<file path="src/rtl/debug_pkg.sv">
// debug_pkg: shared opcodes, FSM states, halt cause codes and STATUS word layout for the debug controller
package debug_pkg;

    typedef enum logic [2:0] {
        OP_HALT    = 3'd0,
        OP_RESUME  = 3'd1,
        OP_STEP    = 3'd2,
        OP_READREG = 3'd3,
        OP_SETBP   = 3'd4,
        OP_CLRBP   = 3'd5,
        OP_STATUS  = 3'd6
    } dbg_op_e;

    typedef enum logic [1:0] {
        S_RUN,
        S_HALTED,
        S_STEP,
        S_RDREG
    } dbg_state_e;

    localparam logic [1:0] CAUSE_NONE = 2'd0;
    localparam logic [1:0] CAUSE_HOST = 2'd1;
    localparam logic [1:0] CAUSE_BP   = 2'd2;
    localparam logic [1:0] CAUSE_STEP = 2'd3;

    // STATUS word: halted at bit 0, cause at [2:1], bit 3 reserved, hit index nibble-aligned at [7:4]
    localparam int ST_HALTED_OFS = 0;
    localparam int ST_CAUSE_OFS  = 1;
    localparam int ST_IDX_OFS    = 4;

endpackage

</file>
<file path="src/rtl/bp_match.sv">
// bp_match: PC breakpoint register file with set/clear and lowest-index hit encoder
// Ports:
//   clk, Rst            clock, synchronous active-high reset (clears all breakpoints)
//   set_i, clr_i        write enable / disable of breakpoint idx_i (ignored when idx_i >= NBP)
//   idx_i, data_i       breakpoint index and PC to store on set
//   pc_i                PC compared against every enabled breakpoint
//   hit_o, hit_idx_o    any enabled match, lowest matching index
module bp_match #(
    parameter int XLEN = 32,
    parameter int NBP  = 4,
    parameter int IW   = 5
) (
    input  logic            clk,
    input  logic            Rst,
    input  logic            set_i,
    input  logic            clr_i,
    input  logic [IW-1:0]   idx_i,
    input  logic [XLEN-1:0] data_i,
    input  logic [XLEN-1:0] pc_i,
    output logic            hit_o,
    output logic [3:0]      hit_idx_o
);

    logic [XLEN-1:0] pc_q [NBP];
    logic [NBP-1:0]  en_q;

    always_ff @(posedge clk) begin
        for (int i = 0; i < NBP; i++) begin
            if (Rst) begin
                pc_q[i] <= '0;
                en_q[i] <= 1'b0;
            end else if (int'(idx_i) == i) begin
                if (set_i) begin
                    pc_q[i] <= data_i;
                    en_q[i] <= 1'b1;
                end else if (clr_i) begin
                    en_q[i] <= 1'b0;
                end
            end
        end
    end

    // Scan from the top down so the lowest matching index is the one left standing
    always_comb begin
        hit_o     = 1'b0;
        hit_idx_o = '0;
        for (int i = NBP - 1; i >= 0; i--) begin
            if (en_q[i] && pc_q[i] == pc_i) begin
                hit_o     = 1'b1;
                hit_idx_o = 4'(i);
            end
        end
    end

endmodule

</file>
<file path="src/rtl/core_debug_ctrl.sv">
// core_debug_ctrl: host debug controller (halt/resume/step/register read/PC breakpoints) for the core pipeline
// Ports:
//   cmd_valid/cmd_ready/cmd_op/cmd_idx/cmd_data   host command channel
//   rsp_valid/rsp_ready/rsp_data/rsp_err          host response channel, held until consumed
//   core_pc, core_retire                          IF/ID PC and pipeline-advance indication
//   core_halt                                     pipeline stall (dbg)
//   reg_addr, reg_rdata                           register-file debug read port
//   halted, bp_evt                                HALTED state flag, one-cycle breakpoint-halt pulse
module core_debug_ctrl
    import debug_pkg::*;
#(
    parameter  int XLEN   = 32,
    parameter  int NBP    = 4,
    parameter  int REG_AW = 5,
    localparam int IW     = (REG_AW > $clog2(NBP)) ? REG_AW : $clog2(NBP)
) (
    input  logic              clk,
    input  logic              Rst,
    input  logic              cmd_valid,
    output logic              cmd_ready,
    input  logic [2:0]        cmd_op,
    input  logic [IW-1:0]     cmd_idx,
    input  logic [XLEN-1:0]   cmd_data,
    output logic              rsp_valid,
    input  logic              rsp_ready,
    output logic [XLEN-1:0]   rsp_data,
    output logic              rsp_err,
    input  logic [XLEN-1:0]   core_pc,
    input  logic              core_retire,
    output logic              core_halt,
    output logic [REG_AW-1:0] reg_addr,
    input  logic [XLEN-1:0]   reg_rdata,
    output logic              halted,
    output logic              bp_evt
);

    dbg_state_e        state_q, state_d;
    logic              rsp_valid_q, rsp_valid_d, rsp_err_q, rsp_err_d;
    logic [XLEN-1:0]   rsp_data_q, rsp_data_d;
    logic [1:0]        cause_q, cause_d;
    logic [3:0]        hit_idx_q, hit_idx_d;
    logic [REG_AW-1:0] reg_addr_q, reg_addr_d;
    logic              bp_evt_q, bp_evt_d, core_halt_q, halted_q;
    logic              pend_q, pend_d;
    logic              accept, idx_ok, bp_set, bp_clr, hit;
    logic [3:0]        hit_idx;

    // pend_q marks the cycle after a step retires: the new PC is only visible then, so the step response is built there
    assign cmd_ready = !rsp_valid_q && !pend_q && (state_q == S_RUN || state_q == S_HALTED);
    assign accept    = cmd_valid && cmd_ready;
    assign idx_ok    = int'(cmd_idx) < NBP;

    bp_match #(.XLEN(XLEN), .NBP(NBP), .IW(IW)) u_bp (
        .clk       (clk),
        .Rst       (Rst),
        .set_i     (bp_set),
        .clr_i     (bp_clr),
        .idx_i     (cmd_idx),
        .data_i    (cmd_data),
        .pc_i      (core_pc),
        .hit_o     (hit),
        .hit_idx_o (hit_idx)
    );

    always_comb begin
        state_d     = state_q;
        rsp_valid_d = rsp_valid_q && !rsp_ready;
        rsp_data_d  = rsp_data_q;
        rsp_err_d   = rsp_err_q;
        cause_d     = cause_q;
        hit_idx_d   = hit_idx_q;
        reg_addr_d  = reg_addr_q;
        bp_evt_d    = 1'b0;
        pend_d      = 1'b0;
        bp_set      = 1'b0;
        bp_clr      = 1'b0;
        if (state_q == S_RUN && hit) begin
            state_d   = S_HALTED;
            cause_d   = CAUSE_BP;
            hit_idx_d = hit_idx;
            bp_evt_d  = 1'b1;
        end
        if (state_q == S_STEP && core_retire) begin
            state_d = S_HALTED;
            cause_d = CAUSE_STEP;
            pend_d  = 1'b1;
        end
        if (state_q == S_RDREG) begin
            state_d     = S_HALTED;
            rsp_valid_d = 1'b1;
            rsp_data_d  = reg_rdata;
            rsp_err_d   = 1'b0;
        end
        if (pend_q) begin
            rsp_valid_d = 1'b1;
            rsp_data_d  = core_pc;
            rsp_err_d   = 1'b0;
        end
        if (accept) begin
            rsp_valid_d = 1'b1;
            rsp_data_d  = '0;
            rsp_err_d   = 1'b0;
            case (cmd_op)
                OP_HALT: begin
                    rsp_data_d = core_pc;
                    // A simultaneous breakpoint hit already halts and owns the cause
                    if (state_q == S_RUN && !hit) begin
                        state_d = S_HALTED;
                        cause_d = CAUSE_HOST;
                    end
                end
                OP_RESUME: begin
                    if (state_q == S_HALTED) state_d = S_RUN;
                    else rsp_err_d = 1'b1;
                end
                OP_STEP: begin
                    if (state_q == S_HALTED) begin
                        state_d     = S_STEP;
                        rsp_valid_d = 1'b0;
                    end else rsp_err_d = 1'b1;
                end
                OP_READREG: begin
                    if (state_q == S_HALTED) begin
                        state_d     = S_RDREG;
                        reg_addr_d  = cmd_idx[REG_AW-1:0];
                        rsp_valid_d = 1'b0;
                    end else rsp_err_d = 1'b1;
                end
                OP_SETBP: begin
                    bp_set    = idx_ok;
                    rsp_err_d = !idx_ok;
                end
                OP_CLRBP: begin
                    bp_clr    = idx_ok;
                    rsp_err_d = !idx_ok;
                end
                OP_STATUS: begin
                    rsp_data_d[ST_HALTED_OFS]     = halted_q;
                    rsp_data_d[ST_CAUSE_OFS +: 2] = cause_q;
                    rsp_data_d[ST_IDX_OFS +: 4]   = hit_idx_q;
                end
                default: rsp_err_d = 1'b1;
            endcase
        end
    end

    always_ff @(posedge clk) begin
        if (Rst) begin
            state_q     <= S_RUN;
            rsp_valid_q <= 1'b0;
            rsp_data_q  <= '0;
            rsp_err_q   <= 1'b0;
            cause_q     <= CAUSE_NONE;
            hit_idx_q   <= '0;
            reg_addr_q  <= '0;
            bp_evt_q    <= 1'b0;
            pend_q      <= 1'b0;
            core_halt_q <= 1'b0;
            halted_q    <= 1'b0;
        end else begin
            state_q     <= state_d;
            rsp_valid_q <= rsp_valid_d;
            rsp_data_q  <= rsp_data_d;
            rsp_err_q   <= rsp_err_d;
            cause_q     <= cause_d;
            hit_idx_q   <= hit_idx_d;
            reg_addr_q  <= reg_addr_d;
            bp_evt_q    <= bp_evt_d;
            pend_q      <= pend_d;
            core_halt_q <= state_d == S_HALTED || state_d == S_RDREG;
            halted_q    <= state_d == S_HALTED;
        end
    end

    assign rsp_valid = rsp_valid_q;
    assign rsp_data  = rsp_data_q;
    assign rsp_err   = rsp_err_q;
    assign reg_addr  = reg_addr_q;
    assign bp_evt    = bp_evt_q;
    assign core_halt = core_halt_q;
    assign halted    = halted_q;

endmodule
</file>
<file path="config.mk">
export PLATFORM = sky130hd
export DESIGN_NAME = core_debug_ctrl
export DESIGN_NICKNAME = d
export VERILOG_FILES = /design/src/rtl/debug_pkg.sv /design/src/rtl/bp_match.sv /design/src/rtl/core_debug_ctrl.sv
export SDC_FILE = /design/constraint.sdc
export NUM_CORES = 1
export LEC_CHECK = 0
export ABC_AREA = 1
export CAP_MARGIN = 20
export CELL_PAD_IN_SITES_DETAIL_PLACEMENT = 1
export CELL_PAD_IN_SITES_GLOBAL_PLACEMENT = 1
export CORE_MARGIN = 2
export CORE_UTILIZATION = 44
export CTS_BUF_LIST = sky130_fd_sc_hd__clkbuf_2
export DETAILED_ROUTE_END_ITERATION = 16
export PLACE_DENSITY = 0.95
export REMOVE_ABC_BUFFERS = 1
export SYNTH_ARGS = -nofsm -noshare
export SYNTH_HDL_FRONTEND = slang
export SYNTH_HIERARCHICAL = 1
export SYNTH_SLANG_ARGS = --single-unit
</file>
<file path="constraint.sdc">
create_clock -name clk -period 7 [get_ports clk]
set_input_delay 1.4 -clock clk [delete_from_list [all_inputs] [get_ports clk]]
set_output_delay 1.4 -clock clk [all_outputs]
set_load 0.1 [all_outputs]
</file>
==> After elaboration in Yosys (flattened, before gate mapping) <==
Memory sizes are Yosys's and may differ from the RTL's.
Cells that the tools add are included.
{ "word_totals": {"register_bits": 55, "ram_bits": 128, "input_bits": 109, "out_inout_bits": 43, "elab_cells": 136, "memories": 1} }
{ "classes": {"n_lt_le_gt_ge": 1, "n_eq_ne": 18, "mux": 65, "bitwise_logic": 4, "n_reduce_logical": 32} }
{ "memory_table": {"columns": ["memory", "depth", "width", "rd", "rd_ports_with_merged_regs", "write_ports", "line_no", "source"], "rows": [
  ["u_bp.pc_q", 4, 32, 4, 0, 4, "bp_match.sv:24", "logic [XLEN-1:0] pc_q [NBP];"]
]} }
{ "ops": {"columns": ["cell", "n"], "rows": [
  ["2-to-1 mux 32 bit", 7],
  ["== test 32 bit", 4],
  ["2-to-1 mux 1 bit", 36],
  ["2-to-1 mux 2 bit", 17],
  ["2-to-1 mux 24 bit", 1],
  ["logical AND 1 bit", 11],
  ["== test 5 x 3 -> 1 bit (second input constant)", 2],
  ["== test 3 bit (second input constant)", 3],
  ["one-hot mux 2 bit (4 select lines)", 1],
  ["one-hot mux 4 bit (2 select lines)", 1],
  ["AND reduction 2 bit", 4],
  ["== test 2 bit (second input constant)", 3],
  ["== test 3 x 2 -> 1 bit (second input constant)", 2],
  ["one-hot mux 3 bit (2 select lines)", 1],
  ["OR reduction 2 bit", 3],
  ["== test 5 x 2 -> 1 bit (second input constant)", 1],
  ["logical NOT 1 bit", 5],
  ["logical NOT 5 bit", 1],
  ["less-than comparator 5 x 3 -> 1 bit (second input constant)", 1],
  ["== test 2 x 1 -> 1 bit (second input constant)", 2],
  ["bitwise OR 1 bit", 4],
  ["== test 3 x 1 -> 1 bit (second input constant)", 1],
  ["logical NOT 3 bit", 1],
  ["one-hot mux 1 bit (3 select lines)", 1],
  ["6 further kinds", 7]
]} }

==> Logic depth before layout (Yosys ltp) <==
An unclocked memory read counts as a cell.
{ "depth": {"word_depth": 16, "depth_mapped": 17, "ltp_nobuf": 17} }

==> Cells and area by module <==
Netlist, hierarchy kept.
{ "by_module_without_submodules": {"columns": ["module", "n_inst", "cells_per_inst", "area_per_inst_um2"], "rows": [
  ["bp_match", 1, 782, 6797.8],
  ["core_debug_ctrl", 1, 429, 2751.4]
]} }

==> Worst setup path before layout <==
Ideal clock, no wire load.
{ "synth_path": {"path_type": "input port to flip-flop", "from": "input port cmd_valid", "to": "memory u_bp.pc_q[1][0] (enable)", "t_arrival_ns": 4.515, "required_time_ns": 6.534, "path_slack_ns": 2.019, "path_stages": 6, "path_buffers": 2, "cell_sequence": "nand3_4 > buf_6 > buf_4 > nor4_1 > inv_1 > o21ai_0"} }
{ "synth_lines": {"columns": ["item", "line_no", "source"], "rows": [
  ["from (decl)", "core_debug_ctrl.sv:19", "input logic cmd_valid,"],
  ["to (decl)", "bp_match.sv:24", null]
]} }

==> Worst setup path in the final report <==
{ "layout_path": {"from": "register pend_q", "to": "output port cmd_ready"} }
{ "layout_between": {"elab_chain_cells": 3} }
{ "layout_lines": {"columns": ["item", "line_no", "source"], "rows": [
  ["from (decl)", "core_debug_ctrl.sv:44", "logic pend_q, pend_d;"],
  ["from (signal assigned)", "core_debug_ctrl.sv:169", "pend_q <= pend_d;"],
  ["logical NOT 1 bit", "core_debug_ctrl.sv:49", "assign cmd_ready = !rsp_valid_q && !pend_q && (state_q == S_RUN || state_q == S_HALTED);"],
  ["logical AND 1 bit (2 in a row)", "core_debug_ctrl.sv:49", null],
  ["to (decl)", "core_debug_ctrl.sv:20", "output logic cmd_ready,"]
]} }
No other way between the ends.

==> summary.txt <==
Status
  – Status: finished clean

Route
  – Vias: 9204
  – Initial DRC count: 763
  – Routed length per instance: 21.55 um
  – # DRC: 0
  – Router iterations before antenna repair: 5
  – DR vias/cell: 5.629
  – Post-route ant nets: 0
  – Routed Wire Length: 35.24 mm

Global routing
  – Antenna violations before repair: 1
  – Largest net degree at the start of global routing: 35
  – Global route overflow: 0
  – Overall Global Routing Usage: 0.3120
  – Number of global-route vias before repair: 9692
  – First-pass GRT wire length: 53.38 mm

STA
  – Final Slew Violations: 0
  – Fin crit period: 4.197 ns
  – Setup_tns: 0 ns
  – Worst-Margin Slew: 1.032 ns
  – Final Cycle Share: 0.5995
  – Fmax: 238.3 MHz
  – Final hold vios: 0
  – RSZ-0062 raised after global routing: no
  – Worst slew margin: 0.3100
  – Clock Skews: 0.04227 ns
  – Final setup fails: 0

CTS
  – TritonCTS clock tree: yes
  – TritonCTS sink count: 182
  – # H-tree levels: 4
  – Clock Pin Slew Worst Setup and Hold Paths: 0.25 ns
  – Clk root buf: clkbuf_2
  – Post_cts resized: 0
  – CTS buffer count: 17
  – Clock latency on the worst-skew pair: 0.77 ns
  – Number of post-CTS setup repair buffers: 0
  – Hold buffers post-CTS: 0
  – CTS Buffer Depth: 2

Die
  – Die area: 0.02290 mm2
  – Initial core utilization: 0.4514
  – Die height: 151.3 um
  – Die X: 151.3 um
  – Placeable Area: 0.02115 mm2
  – Row count: 53
  – Ports: 152

Critical path
  – Startpoint Class: register
  – Worst setup path startpoint: pend_q
  – Worst Path Required: 5.60 ns
  – Critical path class: reg -> out
  – Arrival time at the worst endpoint: 2.80 ns
  – Worst r2r src: pend_q
  – CP Max Fanout: 34
  – Worst Setup End Kind: output pin

Power
  – Pwr Density: 190.8 mW/mm2
  – Clock power frac: 0.274
  – Peak supply drop: 0.1107 mV
  – Switching portion of total power: 0.2957
  – Pleak: 4.852 nW
  – Seq pwr share: 0.548
  – Pint: 1.549 mW
  – Logic pwr share: 0.178
  – NetSw: 650.5 uW

Synth
  – Synth Area in Simple Gates: 0.2843
  – Leading area contributor after synthesis: edfxtp_1
  – Top cell type's share of synthesized area: 0.4025
  – Cells after Synth: 1211
  – Ys async rst share: 0
  – Top FF cell, synth: edfxtp_1
  – Syn_area_per_cell: 7.885 um2
  – Post-synth EDFFs: 128
  – Synth top area cells: edfxtp_1, nand2_1, dfxtp_1
  – Synth Area in Compound Gates: 0.07364
  – Area share of xor/xnor cells in the synthesized design: 0.03852
  – Portion of netlist area occupied by mux cells: 0
  – Post-synthesis adder-cell area fraction: 0
  – Yosys reg bits: 182
  – Register area share after synthesis: 0.5157
  – Synthesized cell area: 0.009549 mm2
  – Ys Warns: 6
  – Largest family of logic cells by synthesized area: simple AND/OR/NAND/NOR gates
  – Post-synthesis cell type count: 44

Layout
  – Final instance area: 0.01153 mm2
  – Share of cells above drive strength 1: 0.07432
  – Syn-to-layout area delta: 20.74%
  – Layout Nets: 1456

Placed design
  – IO buf count: 151
  – Gp weighted congestion: 0.9051
  – Post-DP HPWL: 24.26 mm
  – Placed Area: 0.01126 mm2

Min path
  – HP Start: hit_idx_q[2]
  – Min-Delay Path Class: reg -> reg

Flow run
  – Max Cap Viol: 0
==> final timing paths <==
check	slack [ns]	to	cells after the start
worst max-delay path	2.80	cmd_ready	3
worst min-delay path	0.48	hit_idx_q[2]	2
worst max register to register	3.61	u_bp/pc_q[2][7]	6
worst min register to register	0.48	hit_idx_q[2]	2
==> cell usage in the layout, fill, tap and decap left out, types with 9 or more instances in the layout <==
| master | netlist | final |
|---|---|---|
| o211ai_1 | 12 | 12 |
| nand2_1 | 345 | 345 |
| buf_4 | 5 | 9 |
| nor2_1 | 207 | 207 |
| nand3_1 | 49 | 48 |
| dfxtp_1 | 54 | 54 |
| a31oi_1 | 16 | 16 |
| clkbuf_2 | 0 | 22 |
| clkdlybuf4s50_1 | 0 | 151 |
| xnor2_1 | 34 | 34 |
| a21oi_1 | 12 | 12 |
| inv_2 | 28 | 28 |
| o21ai_0 | 58 | 54 |
| edfxtp_1 | 128 | 128 |
| o21ai_1 | 16 | 16 |
| inv_1 | 131 | 131 |
==> metrics by stage <==
| step | worst slack [ns] | utilization | hold WS [ns] | instances | total power, mW |
|---|---|---|---|---|---|
| 2_1_floorplan | 2.156 | - | 0.4266 | 1168 | 1.431 |
| 3_3_place_gp | 2.443 | 0.5325 | 0.4357 | 1603 | 1.588 |
| 3_5_place_dp | 2.338 | 0.5325 | 0.4496 | 1603 | 1.606 |
| 4_1_cts | 2.779 | 0.5449 | 0.4802 | 1634 | 2.200 |
| 5_1_grt | 2.687 | 0.5450 | 0.5074 | 1635 | 2.275 |
| 6_report | 2.803 | 0.5450 | 0.4816 | 1635 | 2.200 |
==> cell families after synthesis <==
kind of cell              after synthesis
AOI/OAI and AO/OA                     125
xor gates and xnor gates               42
buffers and inverters                 204
DFF                                   182
other                                   1
and+or+nand+nor                       657
==> state kept, by name (all words and copies together) (netlist names), 2 cells and up <==
register	cells
cause_q	2
reg_addr	5
rsp_data	32
u_bp/en_q	4
state_q	2
hit_idx_q	4
u_bp/pc_q	128
==> synthesized netlist by cell type (all sizes together) (9+ instances only) <==
cell type,instances
a21oi,13
a31oi,16
buf,27
clkbuf,17
dfxtp,54
edfxtp,128
inv,160
nand2,350
nand3,52
nor2,215
nor3,9
o211ai,12
o21ai,74
or2,17
xnor2,34
==> area by class of cell <==
class	instances	area, um2
Tap cell	275	344.1
Clock inverter	9	152.6
Antenna cell	1	2.502
Fill cell	2591	9624
Inverter	160	603.1
Multi-Input combinational cell	826	3814
Sequential cell	182	4925
Timing Repair Buffer	160	1579
Clock buffer	22	110.1
==> worst max-delay path, cell delays in order, from the launching register on <==
cell	delay [ns]
dfxtp_1	0.39
buf_4	0.28
nor3_1	0.21
clkdlybuf4s50_1	1.17
==> power groups by stage <==
stage,sequential (mW),combinational [mW],clock [mW]
floorplan,1.30,0.135,0
global placement,1.22,0.365,0
detailed placement,1.23,0.379,0
CTS,1.20,0.386,0.608
global route,1.21,0.414,0.651
finish,1.21,0.392,0.602
==> layer usage <==
layer	routed length, um	global-route usage	up-vias
li1	-	-	4099
met1	13690	0.3703	4489
met2	17390	0.5511	486
met3	2601	0.05060	130
met5	0	0	-
met4	1552	0.1472	0
Power figures use the tool's default switching activity.
